[config.mk]
export PLATFORM = sky130hd
export DESIGN_NAME = param_fifo
export DESIGN_NICKNAME = d
export VERILOG_FILES = /design/src/rtl/param_fifo.sv
export SDC_FILE = /design/constraint.sdc
export NUM_CORES = 1
export LEC_CHECK = 0
export CAP_MARGIN = 20
export CORE_ASPECT_RATIO = 1.1
export CORE_MARGIN = 3
export CORE_UTILIZATION = 57
export DETAILED_ROUTE_END_ITERATION = 10
export PLACE_DENSITY = 0.84
export SLEW_MARGIN = 20
export SYNTH_ARGS = -nofsm -noshare
export SYNTH_HDL_FRONTEND = slang
export SYNTH_SLANG_ARGS = --single-unit
[constraint.sdc]
create_clock -name clk -period 3.41 [get_ports clk]
set_clock_uncertainty 0.2 [all_clocks]
set_input_delay 0.341 -clock clk [delete_from_list [all_inputs] [get_ports clk]]
set_output_delay 0.341 -clock clk [all_outputs]
set_load 0.005 [all_outputs]
[src/rtl/param_fifo.sv]
// Single-clock parameterised FIFO with registered read data,
// almost-full/almost-empty thresholds and sticky overflow/underflow.
module param_fifo #(
  parameter int WIDTH    = 8,
  parameter int DEPTH    = 16,
  parameter int AF_LEVEL = DEPTH - 2,
  parameter int AE_LEVEL = 2
) (
  input  logic                     clk,
  input  logic                     rstn,
  input  logic                     clr,
  input  logic                     wr_en,
  input  logic [WIDTH-1:0]         data_in,
  input  logic                     rd_en,
  output logic [WIDTH-1:0]         data_out,
  output logic                     full,
  output logic                     empty,
  output logic                     almost_full,
  output logic                     almost_empty,
  output logic [$clog2(DEPTH):0]   count,
  output logic                     overflow,
  output logic                     underflow
);

  localparam int AW = $clog2(DEPTH);
  localparam int PW = AW + 1;
  localparam logic [PW-1:0] ONE  = PW'(1);
  localparam logic [PW-1:0] AF_C = PW'(AF_LEVEL);
  localparam logic [PW-1:0] AE_C = PW'(AE_LEVEL);

  logic [WIDTH-1:0] mem_q [DEPTH];

  logic [PW-1:0]    wptr_q, wptr_d;
  logic [PW-1:0]    rptr_q, rptr_d;
  logic [PW-1:0]    count_q, count_d;
  logic [WIDTH-1:0] dout_q, dout_d;
  logic             ovf_q, ovf_d;
  logic             unf_q, unf_d;
  logic             wr_acc;
  logic             rd_acc;

  // Pointer MSBs differ only when the writer has lapped the reader.
  assign empty = (wptr_q == rptr_q);
  assign full  = (wptr_q[AW] != rptr_q[AW]) &&
                 (wptr_q[AW-1:0] == rptr_q[AW-1:0]);
  assign almost_full  = (count_q >= AF_C);
  assign almost_empty = (count_q <= AE_C);

  assign count     = count_q;
  assign data_out  = dout_q;
  assign overflow  = ovf_q;
  assign underflow = unf_q;

  assign wr_acc = wr_en && (!full || rd_en);
  assign rd_acc = rd_en && !empty;

  always_comb begin
    wptr_d  = wptr_q;
    rptr_d  = rptr_q;
    count_d = count_q;
    dout_d  = dout_q;
    ovf_d   = ovf_q;
    unf_d   = unf_q;
    if (clr) begin
      wptr_d  = '0;
      rptr_d  = '0;
      count_d = '0;
      dout_d  = '0;
      ovf_d   = 1'b0;
      unf_d   = 1'b0;
    end else begin
      if (wr_acc) wptr_d = wptr_q + ONE;
      if (rd_acc) begin
        rptr_d = rptr_q + ONE;
        dout_d = mem_q[rptr_q[AW-1:0]];
      end
      unique case ({wr_acc, rd_acc})
        2'b10:   count_d = count_q + ONE;
        2'b01:   count_d = count_q - ONE;
        default: count_d = count_q;
      endcase
      ovf_d = ovf_q | (wr_en && full && !rd_en);
      unf_d = unf_q | (rd_en && empty);
    end
  end

  always_ff @(posedge clk) begin
    if (!rstn) begin
      wptr_q  <= '0;
      rptr_q  <= '0;
      count_q <= '0;
      dout_q  <= '0;
      ovf_q   <= 1'b0;
      unf_q   <= 1'b0;
    end else begin
      wptr_q  <= wptr_d;
      rptr_q  <= rptr_d;
      count_q <= count_d;
      dout_q  <= dout_d;
      ovf_q   <= ovf_d;
      unf_q   <= unf_d;
    end
  end

  always_ff @(posedge clk) begin
    if (rstn && !clr && wr_acc)
      mem_q[wptr_q[AW-1:0]] <= data_in;
  end

endmodule

# After elaboration in Yosys (flattened, before gate mapping)
# Memories as Yosys holds them, arrays and structs flattened. A register that Yosys moved wholly into a read port is not among the register bits.
# Cells that the tools add are included.
# Widths: inputs -> output; s select.
# totals
reg_bits,17
latch_bits,0
ram_bits,128
mem_bits_ro,0
input_bits,13
output_inout_bits,19
word_cells,38
memories,1
# op_classes
n_addsub,4
n_mul,0
div,0
order_cmp,2
eq_ne,5
shifts,0
mux,3
bitwise_logic,3
reduce_logical,15
# memory_table
name,depth,width,read_ports,rd_clocked_by_memory_dff,write_ports,line,text
mem_q,16,8,1,1,1,31,logic [WIDTH-1:0] mem_q [DEPTH];
# ops
op,count
$add 5x1->5 const B,3
$pmux 5 s2,1
$logic_and 1x1->1,8
$eq 5x5->1,1
$ge 5x4->1 const B,1
$le 5x2->1 const B,1
$sub 5x1->5 const B,1
$eq 4x4->1,1
$logic_not 1->1,4
$eq 2x1->1 const B,1
$eq 2x2->1 const B,1
$mux 1,2
$or 1x1->1,2
$reduce_bool 2->1,1
$reduce_or 2->1,1
$logic_or 1x1->1,1
$ne 1x1->1,1
$not 1->1,1

# Longest topological paths before layout
# logic_depth
depth_word,8
ltp_mapped,13
depth_no_buf,11

# Worst setup path after synthesis
# Ideal clock, no wire load.
# synth_path
path_kind,reg-to-reg
startpoint,reg rptr_q[2]
endpoint,"reg count_q[4], in the netlist count[4]"
setup_ns,0.070
t_arrival_ns,2.634
required_time_ns,3.140
path_slack_ns,0.505
path_stages_with_launch,14
path_buffers,2
synth_period_minus_slack_ns,2.905
cell_sequence,dfxtp_1 > buf_6 > xnor2_1 > nand4_2 > o31a_1 > buf_4 > inv_2 > ha_1 > ha_1 > a21o_1 > a21oi_1 > xor2_1 > or3_1 > a21oi_1
# synth_between
elab_chain_cells,7
elab_cells_between_ends,12
classes_between,eq/ne (4); mux (1); reduce/logical (7)
# synth_lines
item,line,text
"start, declared",34,"logic [PW-1:0] rptr_q, rptr_d;"
"start signal, assigned",97,rptr_q <= rptr_d;
$eq 4x4->1,45,(wptr_q[AW-1:0] == rptr_q[AW-1:0]);
$logic_and 1x1->1,44,assign full = (wptr_q[AW] != rptr_q[AW]) &&
$logic_not 1->1,54,assign wr_acc = wr_en && (!full || rd_en);
$logic_or 1x1->1,54,
$logic_and 1x1->1,54,
$eq 2x1->1 / $eq 2x2->1 (equally long branches),77,"unique case ({wr_acc, rd_acc})"
$pmux 5 s2 / $reduce_bool 2->1 (equally long branches),-,
"end signal, assigned",98,count_q <= count_d;
"end, declared",35,"logic [PW-1:0] count_q, count_d;"
# Parallel ways exist; a longest one is shown, timed or not.
# A chain may end at the register's enable or synchronous reset.

# Final worst setup path
# layout_path
startpoint,reg wptr_q[0]
endpoint,"reg count_q[4], in the netlist count[4]"
# layout_between
elab_chain_cells,7
elab_cells_between_ends,12
classes_between,eq/ne (4); mux (1); reduce/logical (7)
# layout_lines
item,line,text
"start, declared",33,"logic [PW-1:0] wptr_q, wptr_d;"
"start signal, assigned",96,wptr_q <= wptr_d;
$eq 4x4->1,45,
$logic_and 1x1->1,44,
$logic_not 1->1,54,
$logic_or 1x1->1,54,
$logic_and 1x1->1,54,
$eq 2x1->1 / $eq 2x2->1 (equally long branches),77,
$pmux 5 s2 / $reduce_bool 2->1 (equally long branches),-,
# Parallel ways exist; a longest one is shown, timed or not.

==> metrics.md <==
| Metric | Value |
|---|---|
| Number of port buffers | `31` |
| DR pass1 iterations | `5` |
| Horiz. Die Dim | `107.2 µm` |
| VDD IR max | `345.4 µV` |
| Clock transition at the registers of the reported paths | `60 ps` |
| Die Y | `117.3 µm` |
| GRT Util Overall | `0.2139` |
| Initial core utilization | `0.5856` |
| Die area | `0.01257 mm²` |
| Most frequent cells in the layout | `edfxtp_1 (128), clkdlybuf4s50_1 (31), dfxtp_1 (24)` |
| TritonCTS Buffers | `17` |
| FMAX | `321.2 MHz` |
| Finished Core Util | `0.6664` |
| Leak pwr | `2.397 nW` |
| Max-slew headroom | `0.4835` |
| Final Hold Viols | `0` |
| Most common cell after layout, fill and taps aside | `edfxtp_1` |
| CP arrival | `3260 ps` |
| GPL Wtd Cong | `0.8076` |
| CP Capture Type | `flop` |
| Top FF cell, synth | `edfxtp_1` |
| HPWL after DPL | `7.811 mm` |
| H-tree Lvls | `4` |
| CP Cell Sequence | `xnor2_1, nand4_2, o31a_1, inv_2, ha_1, ha_1, a21o_1, a21oi_1, xor2_1, or3_1, a21oi_1` |
| Vias in the first global route | `3444` |
| Max-cap violation count | `0` |
| 1st-iter DRT viols | `273` |
| First-pass GRT wire length | `19.48 mm` |
| Final Max Slew Viols | `0` |
| Top post-synthesis cells by area | `edfxtp_1 (60%), dfxtp_1 (7.8%), mux4_1 (5.7%), mux4_2 (3.5%), mux2_2 (2.8%)` |
| Postcts setup bufs | `0` |
| Worst skew pair latency | `420 ps` |
| Worst Tran Pin Value | `767.7 ps` |
| Post-CTS Hold Buffers | `0` |
| Core footprint | `0.01096 mm²` |
| Yosys reg bits | `153` |
| WL per Instance | `21.55 µm` |
| Via-per-instance ratio | `6.113` |
| Mapped cell area | `0.006419 mm²` |
| Final setup vio count | `0` |
| Clk sinks | `153` |
| Antenna diodes | `0` |
| Mapped Cells | `379` |
| Synth cell types | `47` |
| Register area share after synthesis | `0.6768` |
| CP max FO | `9` |
| Antenna-violating nets left | `0` |
| Area Overhead vs Synth | `13.80%` |
| Crit path largest cell delay | `470 ps` |
| CP Data Required Time | `3560 ps` |
| Largest area contributor in the netlist | `edfxtp_1` |
| Via count | `3503` |
| Post-cts sizing count | `0` |
| Status | `finished clean` |
| Setup tns final | `0 ps` |
| Net Count, Synth | `402` |
| FF/Latch Area | `0.004345 mm²` |
| Slowest cell on the critical path | `dfxtp_1` |
| Synth async-reset ratio | `0` |
| Io pins | `32` |
| Crit share post-route | `0.9131` |
| Crit start category | `flop` |
| Synth Area per Inst | `16.94 µm²` |
| Hold WC Path Type | `reg2reg` |
| Fill count | `701` |
| Drt total wl | `12.35 mm` |
| Pin count of the biggest net entering global routing | `52` |
| CP Class | `reg2reg` |
| CTS root buf | `clkbuf_16` |
| Top-area cell type share of the netlist area | `0.5988` |
| Fin nets | `437` |
| TritonCTS clock tree | `yes` |
| Multi-input logic area | `0.001859 mm²` |
| Yosys warnings | `0` |
| Gr ovfl total | `0` |
| Rows | `40` |
| PD cells | `524.2 mW/mm²` |
| Longest Clk Path Bufs | `2` |
| Share of layout cells above drive strength 1 | `0.1808` |
| Post-synth EDFFs | `128` |
| Post-route DRC | `0` |
| Initial antenna violation count | `0` |
| Unrepaired setup endpoints after global routing | `false` |
| Tmin final | `3114 ps` |
## synthesized netlist by cell type, types with 3 or more instances
cell type and number:
nor3_1 17, xor2_1 6, or3_1 3, a211oi_1 17, xnor2_1 8, o22ai_1 8
mux4_2 10, inv_1 6, buf_2 3, nand2_1 4, buf_6 5, nor2b_1 8
o21ai_0 4, mux4_1 14, mux2_2 16, ha_1 9, nor4_1 3, nand3_1 3
mux2i_1 3, and3_1 4, dfxtp_1 25, buf_4 4, and2_1 12, nor2_1 15
a21oi_1 8, edfxtp_1 128, and2b_2 8, clkbuf_1 4
## final timing paths
| check | startpoint | endpoint | slack [ps] | cells past startpoint |
|---|---|---|---|---|
| worst max-delay path | wptr_q[0] | count[4] | 300 | 11 |
| worst min-delay path | overflow | overflow | 290 | 2 |
| worst max register to register | wptr_q[0] | count[4] | 300 | 11 |
| worst min register to register | overflow | overflow | 290 | 2 |
## where the power goes
part	leakage (nW)	switching, mW	internal (mW)	total, mW
Sequential	1.35	0.00728	2.03	2.04
Combinational	0.790	0.0767	0.0523	0.129
Clock	0.253	0.733	0.926	1.66
## area by class of cell
type | count | share of cell area
flip-flops and latches | 153 | 0.5949
multi-input cells | 197 | 0.2545
clock buffers | 17 | 0.05824
repair buffers | 38 | 0.04967
well taps | 147 | 0.02518
clock inverters | 14 | 0.01387
inverters | 7 | 0.003597
## sequential cells by signal, summed over array words and instances (netlist names)
| register | count |
|---|---|
| count | 5 |
| overflow | 1 |
| rptr_q | 5 |
| data_out | 8 |
| underflow | 1 |
| wptr_q | 5 |
| mem_q | 128 |
## cells by family after synthesis
kind of cell    Yosys count  synth area share
buf+inv                  29           0.03353
xor+xnor                 14           0.01910
flops                   153            0.6768
compound gates           47           0.04951
fa+ha+maj                10           0.02066
mux                      43            0.1251
simple gates             83           0.07524
## per-layer routing
metal,vias up,GRT usage,share of wire
met4,0,0.09974,0.033
met3,27,0.04827,0.051
met2,135,0.3471,0.49
li1,1566,-,-
met1,1775,0.2786,0.42
met5,-,0,0
## stage by stage
| step | setup WS [ps] | hold WS, ps | cells | power (mW) | area (µm²) |
|---|---|---|---|---|---|
| after floorplan | 505.3 | 239.9 | 379 | 2.141 | 6419 |
| after global placement | 371.6 | 256.9 | 542 | 2.201 | 6778 |
| after detailed placement | 280.4 | 281.7 | 542 | 2.208 | 6778 |
| after CTS | 302.3 | 295.6 | 573 | 3.850 | 7305 |
| after global routing | 85.01 | 338.7 | 573 | 3.946 | 7305 |
| final | 296.3 | 289.5 | 573 | 3.829 | 7305 |
## critical path: cells and delay by family, from the launching register on
| family | cells | cell delay, ps |
|---|---|---|
| AO/OA/AOI/OAI | 4 | 840 |
| XOR/XNOR | 2 | 290 |
| adder cells (fa/ha/maj) | 2 | 600 |
| buffers and inverters | 1 | 140 |
| flip-flops | 1 | 470 |
| AND/OR/NAND/NOR | 2 | 530 |
Power figures use the tool's default switching activity.
==> variant 1 (config.mk and constraints unchanged) <==
Reset style: asynchronous (`rstn`), changed in one clocked block.
--- a/src/rtl/param_fifo.sv
+++ b/src/rtl/param_fifo.sv
@@ -85,5 +85,5 @@
   end
 
-  always_ff @(posedge clk) begin
+  always_ff @(posedge clk or negedge rstn) begin
     if (!rstn) begin
       wptr_q  <= '0;
Formal check against the unedited RTL: differs if rstn is asserted again (counterexample within 4 cycles, from zero or initial values and one cycle with rstn low); with rstn held inactive, the same outputs for 4 cycles.
==> variant 1 against the unedited design <==
- design area up 2.1%
- utilization up 1.4 points
- setup slack better by 0.13 ns
- wire length up 8.5%
- die area up 0.15%
- area after synthesis up 0.16%
- fmax up 4.3%
- sequential cell count unchanged
- critical endpoint is now count[4]
- largest cell class unchanged
Power is not compared: it rests on default switching activity, and its combinational part moved more than twofold at a synthesized area within 25%.
==> variant 1: results (changes against the unedited design) <==
Worst slew pin tran -> 0.8999 ns (was 0.7677 ns)
CP startpoint -> rptr_q[1] (was wptr_q[0])
Final hold slack -> 0.1298 ns (was 0.2895 ns)
Share of layout cells above drive strength 1 -> 18.62% (was 18.08%)
Critical R2R Launch -> rptr_q[1] (was wptr_q[0])
FF-to-FF path depth -> 9 (was 11)
R2r setup slk -> 0.43 ns (was 0.30 ns)
Slowest-stage cell, CP -> dfrtp_1 (was dfxtp_1)
Fraction of registers with async set/reset -> 16.34% (was 0%)
Count of cell types in the netlist -> 45 (was 47)
H-tree levels -> 4 (unchanged)
Synth area leaders -> edfxtp_1, mux4_2, dfrtp_1, a22oi_1, and2_1 (was edfxtp_1, dfxtp_1, mux4_1, mux4_2, mux2_2)
NumNets Final -> 426 (was 437)
Routed wire per std cell -> 23.68 µm (was 21.55 µm)
Mapped Nets -> 387 (was 402)
Pin count of the biggest net entering global routing -> 36 (was 52)
Via/cell ratio -> 6.207 (was 6.113)
Hold Crit Class -> in -> async (was reg -> reg)
CP arrival -> 3.08 ns (was 3.26 ns)
Post-synth top cells -> edfxtp_1, mux4_2, dfrtp_1, and2_1, nor2_1 (was edfxtp_1, dfxtp_1, a211oi_1, nor3_1, mux2_2)
Post-detail-place hpwl -> 7975 µm (was 7811 µm)
First-pass GRT wire length -> 21270 µm (was 19480 µm)
GRT Total Usage -> 23.25% (was 21.39%)
EDFF count, synth -> 128 (unchanged)
Slowest stage delay, CP -> 0.49 ns (was 0.47 ns)
Critical path fanouts, max -> 8 (was 9)
Starting DRT DRC Count -> 367 (was 273)
DP Worst Slack -> 0.3024 ns (was 0.2804 ns)
Status -> finished, final reports clean (unchanged)
Sequential area share after synthesis -> 69.52% (was 67.68%)
Placed Area -> 0.006893 mm² (was 0.006778 mm²)
## variant 1: cell count changes after synthesis, sizes merged, moves of 8 or more
cell | unedited run | this run
dfrtp | 0 | 25
dfxtp | 25 | 0
a211oi | 17 | 1
a22oi | 0 | 16
mux2 | 16 | 3
nor3 | 17 | 4
and2b | 9 | 0
mux4 | 24 | 32
nand2 | 4 | 12
## variant 1: layout make-up
class | count | area, µm²
well taps | 147 | 183.9
fillers | 664 | 3505
multi-input cells | 191 | 1853
flip-flops and latches | 153 | 4471
clock inverters | 11 | 122.6
inverters | 4 | 15.01
repair buffers | 39 | 370.4
clock buffers | 21 | 440.4
## variant 1: per-stage QoR
stage                     instances  total power (µW)
after global routing            566              4766
final                           566              4604
after detailed placement        534              2845
after floorplan                 367              2610
after CTS                       566              4629
after global placement          534              2827
## variant 1: worst max path at each step
stage	to	slack, ns	cells after the start
2_1_floorplan	count[4]	0.72	10
3_3_place_gp	count[4]	0.43	9
3_5_place_dp	count[4]	0.30	9
4_1_cts	count[4]	0.46	9
5_1_grt	count[4]	0.30	9
6_report	count[4]	0.43	9
## variant 1: power by group through the flow
stage	combinational, µW	clock, µW	sequential [µW]
finish	684	1790	2130
global route	741	1890	2140
CTS	690	1810	2130
detailed placement	680	0	2170
global placement	665	0	2160
floorplan	456	0	2150
## variant 1: routing by layer
metal	GRT usage, %	share of wire [%]
met5	0	0
met4	6.235	1.3
met3	5.504	6.4
met2	37.87	53
met1	31.79	39
## variant 1: worst reg2reg max path, cell delays in order, from the launching register on
cell and delay [ns]:
dfrtp_1 0.49, xnor2_1 0.30, nand4_2 0.16, o21ai_2 0.29
xnor2_1 0.13, ha_1 0.27, or3_1 0.34, a21oi_1 0.15
a2bb2oi_1 0.24, mux2_4 0.32
## variant 1: logic make-up (layout without fill, tap and decap cells)
group,Yosys count,after routing,share of synthesized area [%]
buf+inv,23,75,1.654
compound gates,59,59,6.696
flops,153,153,69.52
fa+ha+maj,7,7,1.362
mux,38,38,12.32
simple gates,71,71,5.917
xor+xnor,16,16,2.530
==> variant 2 (config.mk and constraints unchanged) <==
Made on the original files. Change the parameter `WIDTH` from 8 to 12.
--- a/src/rtl/param_fifo.sv
+++ b/src/rtl/param_fifo.sv
@@ -2,5 +2,5 @@
 // almost-full/almost-empty thresholds and sticky overflow/underflow.
 module param_fifo #(
-  parameter int WIDTH    = 8,
+  parameter int WIDTH    = 12,
   parameter int DEPTH    = 16,
   parameter int AF_LEVEL = DEPTH - 2,
Interface: changed (resized data_in and data_out); port bits go from 32 to 40. No check against the original RTL was run, so the function may have changed too.
==> variant 2 against the unedited design <==
- critical path depth unchanged
- largest cell class unchanged
- setup slack better by 0.054 ns
- power up 40%
- area after synthesis up 42%
- utilization about the same
- design area up 40%
- sequential cell count up 68
- wire length up 42%
==> variant 2: results (changes against the unedited design) <==
Status -> finished, final reports clean (unchanged)
Placed Instances -> 727 (was 542)
Count of cell types in the netlist -> 44 (was 47)
EDFF count, synth -> 192 (was 128)
First-pass GRT wire length -> 27340 µm (was 19480 µm)
Pin count of the biggest net entering global routing -> 76 (was 52)
Synth Area in Compound Gates -> 4.609% (was 4.951%)
Post-Synth XOR/XNOR Area -> 1.445% (was 1.910%)
Power per Cell Area -> 524.2 mW/mm² (about the same)
Hold Crit Start -> underflow (was overflow)
Starting DRT DRC Count -> 407 (was 273)
P_int -> 4287 µW (was 3012 µW)
Post-synth top cells -> edfxtp_1, dfxtp_1, nor3_1, mux2_2, a211oi_1 (was edfxtp_1, dfxtp_1, a211oi_1, nor3_1, mux2_2)
Clock Tree Buf Depth -> 3 (was 2)
Worst Hold End -> underflow (was overflow)
P_leak -> 0.003262 µW (was 0.002397 µW)
Worst relative slew slack -> 39.22% (was 48.35%)
Routed wire per std cell -> 22.84 µm (was 21.55 µm)
Sequential area share after synthesis -> 69.79% (was 67.68%)
Vias in the first global route -> 4819 (was 3444)
Via/cell ratio -> 6.110 (was 6.113)
Number of CTS-inserted buffers -> 22 (was 17)
GRT Total Usage -> 20.08% (was 21.39%)
Synth area leaders -> edfxtp_1, dfxtp_1, mux4_2, mux4_1, mux2_2 (was edfxtp_1, dfxtp_1, mux4_1, mux4_2, mux2_2)
Post-Synth Adder-Cell Area -> 1.458% (was 2.066%)
Mapped Nets -> 534 (was 402)
Cell family with most CP delay -> adder cells (was compound AO/OA/AOI/OAI gates)
Share of layout cells above drive strength 1 -> 19.26% (was 18.08%)
Mux cell area share after synthesis -> 12.95% (was 12.51%)
Power share of the sequential group -> 55.1% (was 53.3%)
H-tree levels -> 1 (was 4)
Placed Area -> 0.009558 mm² (was 0.006778 mm²)
-- variant 2: cells by family after synthesis --
group / Yosys count
AOI/OAI and AO/OA: 58
buffers and inverters: 37
DFF: 221
xor gates and xnor gates: 15
muxes: 64
adders and majority gates: 10
and+or+nand+nor: 102
-- variant 2: layout make-up --
type	count	area [µm²]
multi-input combinational	249	2431
inverter	6	22.52
tap	196	245.2
fill	965	5116
clock buffer	27	569.3
sequential	221	6349
clock inverter	13	105.1
timing repair buffer	55	510.5
-- variant 2: worst max-delay path by stage --
stage,slack (ns),endpoint,start
floorplan,0.39,count[4],wptr_q[2]
global placement,0.40,count[4],rd_en
detailed placement,0.35,count[4],rd_en
CTS,0.35,count[4],wptr_q[3]
global route,0.15,count[4],wptr_q[3]
finish,0.35,count[4],wptr_q[3]
-- variant 2: metal layers --
metal	part of all wire (%)	global-route usage, %	vias to the layer above
li1	-	-	2104
met1	40	26.54	2389
met2	51	33.28	158
met3	6.3	4.282	35
met4	2.8	7.058	0
met5	0	0	-
